<file path="src/rtl/bus_arbiter.sv">
// bus_arbiter: round-robin slot arbiter and broadcast mux for the 8-cycle snooping bus.
// Optional: define BUSARB_NACK_RETRY_EN to re-grant a nacked owner ahead of the scan.
module bus_arbiter #(
    parameter int NREQ = 4,
    parameter int IDXW = 3
) (
    input  logic                 clk,
    input  logic                 rst,
    input  logic [NREQ-1:0]      req,
    input  logic [3*NREQ-1:0]    req_cmd,
    input  logic [5*NREQ-1:0]    req_tag,
    input  logic [26*NREQ-1:0]   req_addr,
    input  logic [64*NREQ-1:0]   req_data,
    input  logic [NREQ-1:0]      nack_in,
    input  logic [NREQ-1:0]      hit_in,
    output logic [NREQ-1:0]      grant,
    output logic [2:0]           bus_cycle,
    output logic                 bus_valid,
    output logic [2:0]           bus_cmd,
    output logic [4:0]           bus_tag,
    output logic [25:0]          bus_addr,
    output logic [63:0]          bus_data,
    output logic                 bus_nack,
    output logic                 bus_hit
);
    logic [2:0]        cyc_q, cyc_d;
    logic [NREQ-1:0]   grant_q, grant_d;
    logic [IDXW-1:0]   ptr_q, ptr_d;
    logic              nack_seen_q, nack_seen_d;
    logic [2*NREQ-1:0] rot;
    logic [IDXW:0]     win, nxt;
    logic              found, do_retry, slot_end;

    // Reduce an index below 2*NREQ back into 0..NREQ-1 (works for non-power-of-2 NREQ).
    function automatic logic [IDXW:0] wrap(input logic [IDXW:0] v);
        return v >= (IDXW+1)'(NREQ) ? v - (IDXW+1)'(NREQ) : v;
    endfunction

    assign slot_end  = cyc_q == 3'd7;
    assign grant     = grant_q;
    assign bus_cycle = cyc_q;
    assign bus_valid = |grant_q;
    assign bus_nack  = |nack_in;
    assign bus_hit   = |hit_in;

`ifdef BUSARB_NACK_RETRY_EN
    logic [1:0] retry_q, retry_d;
    assign do_retry = nack_seen_q && (|(req & grant_q)) && retry_q != 2'd3;
    // Count consecutive retries of the current owner; any normal arbitration clears it.
    always_comb retry_d = slot_end ? (do_retry ? retry_q + 2'd1 : 2'd0) : retry_q;
    // Retry counter register.
    always_ff @(posedge clk or posedge rst)
        if (rst) retry_q <= 2'd0;
        else     retry_q <= retry_d;
`else
    assign do_retry = 1'b0;
`endif

    // Rotate requests so bit k is requester (ptr+k) mod NREQ; lowest set bit wins.
    always_comb begin
        rot = {req, req} >> ptr_q;
        win = '0;
        for (int k = NREQ - 1; k >= 0; k--)
            if (rot[k]) win = wrap({1'b0, ptr_q} + (IDXW+1)'(k));
        found = |req;
        nxt = wrap(win + (IDXW+1)'(1));
    end

    // Beat counter, slot-boundary arbitration and nack tracking.
    always_comb begin
        cyc_d = cyc_q + 3'd1;
        grant_d = grant_q;
        ptr_d = ptr_q;
        nack_seen_d = nack_seen_q | (bus_valid & bus_nack);
        if (slot_end) begin
            nack_seen_d = 1'b0;
            if (!do_retry) begin
                grant_d = found ? NREQ'(1) << win : '0;
                ptr_d = found ? nxt[IDXW-1:0] : ptr_q;
            end
        end
    end

    // State registers.
    always_ff @(posedge clk or posedge rst)
        if (rst) begin
            cyc_q <= 3'd0;
            grant_q <= '0;
            ptr_q <= '0;
            nack_seen_q <= 1'b0;
        end else begin
            cyc_q <= cyc_d;
            grant_q <= grant_d;
            ptr_q <= ptr_d;
            nack_seen_q <= nack_seen_d;
        end

    // Broadcast mux: one-hot grant selects the owner's fields, zero when idle.
    always_comb begin
        bus_cmd = '0;
        bus_tag = '0;
        bus_addr = '0;
        bus_data = '0;
        for (int i = 0; i < NREQ; i++)
            if (grant_q[i]) begin
                bus_cmd = bus_cmd | req_cmd[3*i +: 3];
                bus_tag = bus_tag | req_tag[5*i +: 5];
                bus_addr = bus_addr | req_addr[26*i +: 26];
                bus_data = bus_data | req_data[64*i +: 64];
            end
    end
endmodule

</file>
<file path="config.mk">
export PLATFORM = sky130hd
export DESIGN_NAME = bus_arbiter
export DESIGN_NICKNAME = d
export VERILOG_FILES = /design/src/rtl/bus_arbiter.sv
export SDC_FILE = /design/constraint.sdc
export NUM_CORES = 1
export LEC_CHECK = 0
export CAP_MARGIN = 10
export CORE_AREA = 4 4 200 202
export CTS_CLUSTER_DIAMETER = 60
export CTS_CLUSTER_SIZE = 30
export DETAILED_ROUTE_END_ITERATION = 10
export DIE_AREA = 0 0 204 206
export GPL_TIMING_DRIVEN = 0
export HOLD_SLACK_MARGIN = 0.02
export PLACE_DENSITY = 0.43
export RECOVER_POWER = 50
export SLEW_MARGIN = 20
export SYNTH_ARGS = -nofsm -noshare
export SYNTH_HDL_FRONTEND = slang
export SYNTH_SLANG_ARGS = --single-unit
</file>
<file path="constraint.sdc">
create_clock -name clk -period 2 [get_ports clk]
set_input_delay 0.4 -clock clk [delete_from_list [all_inputs] [get_ports clk]]
set_output_delay 0.4 -clock clk [all_outputs]
set_load 0.05 [all_outputs]
</file>
==> impl_metrics.toml <==
[critical_path]
crit_path_start_kind = "flop"
critPathArrivalTime_ns = 1.73
cp.required_ns = 1.60
crit_type = "reg -> out"
timing.reg2reg.setup_slack_ns = -0.07
cp_max_fo = 5
reg2regPathDepth = 8
r2r_start = "ptr_q[1]"
r2r_end = "ptr_q[1]"
worstSetupEndpointType = "output pin"

[cells_and_area]
nNetsFinal = 1361
postLayoutCoreUtil_pct = 25.27
antenna_cells = 0
syn2layout_area_growth_pct = 264.5
seq_area_um2 = 255.2
drive_above_1_share_pct = 31.58
multi_input_area_um2 = 2683
fillers = 4184

[placed_design]
routabilityCongestion = 0.7873
hpwl_um = 23930
port_buffers = 513

[cts]
worstSkewPairLatency_ns = 0.23
cts_tree = "built"
clockRootBuffer = "clkbuf_16"
cts_hold_buf = 0
numCtsBuffers = 3
cts_buffer_depth = 2
htreeDepth = 1
path_clk_slew_ns = 0.04
clkSinkCount = 10

[yosys]
synthArstFlopShare_pct = 100.0
synth_cells = 402
synth_top_area_share_pct = 55.45
synth_cell_types = 33
avgSynthCellArea_um2 = 6.601
synthesis.area_um2 = 2654
synth.area.top_cells = "a22oi_1 55%, nand2_1 14%, dfrtp_1 9.4%"
ys_seq_elements = 10
synth.yosys.warnings = 0
post-synth-top-area-cell = "a22oi_1"
syn_nets = 812
yosysSeqAreaShare_pct = 9.430
synth_edf_count = 0
synthFlopType = "dfrtp_1"

[detailed_routing]
vias = 5670
vias_per_cell = 3.862
ant_nets = 0
wl_um = 30190
first_iter_violations = 295
drt_pass1_iterations = 4
drcViolationCount = 0
wl_per_cell_um = 20.56

[run_status]
status = "complete, but fails checks"
failed_checks = "setup timing"

[timing]
period_minus_slack_ns = 2.126
fin_setup_tns_ns = -2.219
fmax_mhz = 470.4
max-slew-margin-rel_pct = 54.15
tightest_slew_ns = 0.6803
finalClockSkew_ns = 0.0007043
final_max_slew_viol_count = 0
hold_viol = 0
min_period_over_period_pct = 106.3
worst_slack_ns = -0.1257
grt_setup_unrepaired = "true"
setup_viol = 45

[power_and_ir_drop]
p_clk_share_pct = 2.9
seqPwrFrac_pct = 2.4
p_per_area_nw_per_um2 = 1381
max-vdd-ir-drop_mv = 0.5122
power.internal_uw = 5427
p_sw_uw = 7933
comb_power_share_pct = 94.7
switching_share_pct = 59.38
p_leak_uw = 0.003829

[flow_run]
drv_cap = 0

[worst_hold_path]
hold_class = "reg -> reg"
whs_path_depth = 1
hold_end = "bus_cycle[0]"
hp-start = "bus_cycle[0]"

[floorplan]
io_pins = 514
rows = 72
coreArea_um2 = 38290
fp.dieArea_um2 = 42020
start_util_pct = 6.931
fp.dieW_um = 204
die_h_um = 206

[global_route]
grt_max_degree = 11
overflow = 0
grt_pass1_wl_um = 38020
grt_pass1_vias = 5682
grt_util_all_layers_pct = 11.96
antenna_found_initial = 1
## area by class of cell
cell class | count | share of cell area (%)
flip-flops and latches | 10 | 2.638
inverters | 13 | 0.5303
well taps | 518 | 6.699
plain buffers | 45 | 6.298
clock buffers | 4 | 0.9183
repair buffers | 544 | 55.19
multi-input cells | 334 | 27.73
## power by group through the flow
stage	logic (µW)	clock network, µW	registers [µW]
finish	12700	389	319
global route	13300	408	328
CTS	11100	395	312
detailed placement	10900	0	302
global placement	10900	0	305
floorplan	6510	0	399
## synthesized netlist by cell type (3+ instances only)
| cell type | instances |
|---|---|
| a22oi_1 | 196 |
| nand2_1 | 100 |
| clkbuf_1 | 42 |
| inv_1 | 11 |
| dfrtp_1 | 10 |
| ha_1 | 4 |
| mux2i_1 | 3 |
| o21ai_0 | 3 |
| or4_1 | 3 |
## routing by layer
metal,vias to the layer above,global-route usage [%],routed length [µm]
met1,2657,15.39,12480
met5,-,0,0
met2,292,21.03,15060
met3,24,2.464,2227
li1,2697,-,-
met4,0,1.962,418
## logic make-up after synthesis
kind of cell    count (synthesis)  share of synthesized area [%]
compound gates                213                          61.06
mux                             4                          1.980
simple gates                  113                          17.40
fa+ha+maj                       4                          1.886
flops                          10                          9.430
buf+inv                        58                          8.251
## worst max-delay path by stage
stage | cells after the start | endpoint | slack [ns] | from
2_1_floorplan | 8 | ptr_q[1] | -0.07 | ptr_q[1]
3_3_place_gp | 6 | bus_tag[3] | -1.65 | grant[0]
3_5_place_dp | 6 | bus_tag[3] | -1.64 | grant[0]
4_1_cts | 6 | bus_tag[3] | -0.20 | grant[0]
5_1_grt | 6 | bus_tag[3] | -0.17 | grant[0]
6_report | 4 | bus_valid | -0.13 | grant[0]
## worst max-delay path: stages, from the launching register on
cell and delay (ns):
dfrtp_2 0.40, clkbuf_16 0.17, buf_4 0.19, or4_1 0.55, buf_6 0.18
## flip-flops by register name, indices dropped and copies added (netlist names)
name	count
grant	4
bus_cycle	3
ptr_q	3
## metrics by stage
step / total power [µW] / cell area, µm² / worst slack, ns / hold slack, ns / cells
finish: 13360 / 9674 / -0.1257 / 0.4776 / 1468
global route: 14010 / 9674 / -0.1708 / 0.4987 / 1468
CTS: 11760 / 8798 / -0.1987 / 0.4629 / 1448
detailed placement: 11180 / 8512 / -1.640 / 0.4728 / 1433
global placement: 11230 / 8512 / -1.648 / 0.4538 / 1433
floorplan: 6908 / 2729 / -0.06645 / 0.2399 / 402
## placed cells by master (no fill, tap or decap), types with 11 or more instances in the layout
cell type,count
a22oi_1,120
a22oi_2,77
clkbuf_16,17
clkdlybuf4s50_1,403
inv_1,11
buf_6,58
buf_2,37
buf_4,43
nand2_1,77
nand2_2,23
## repair_timing
| item | CTS | global route |
|---|---|---|
| endpoints found under the hold margin | 0 | 0 |
| pin swaps | 12 | 21 |
| resized for setup | 675 | 241 |
| endpoints found under the setup margin | 107 | 93 |
| gates cloned | 1 | 8 |
| buffers inserted | 10 | 12 |
Power figures use the tool's default switching activity.
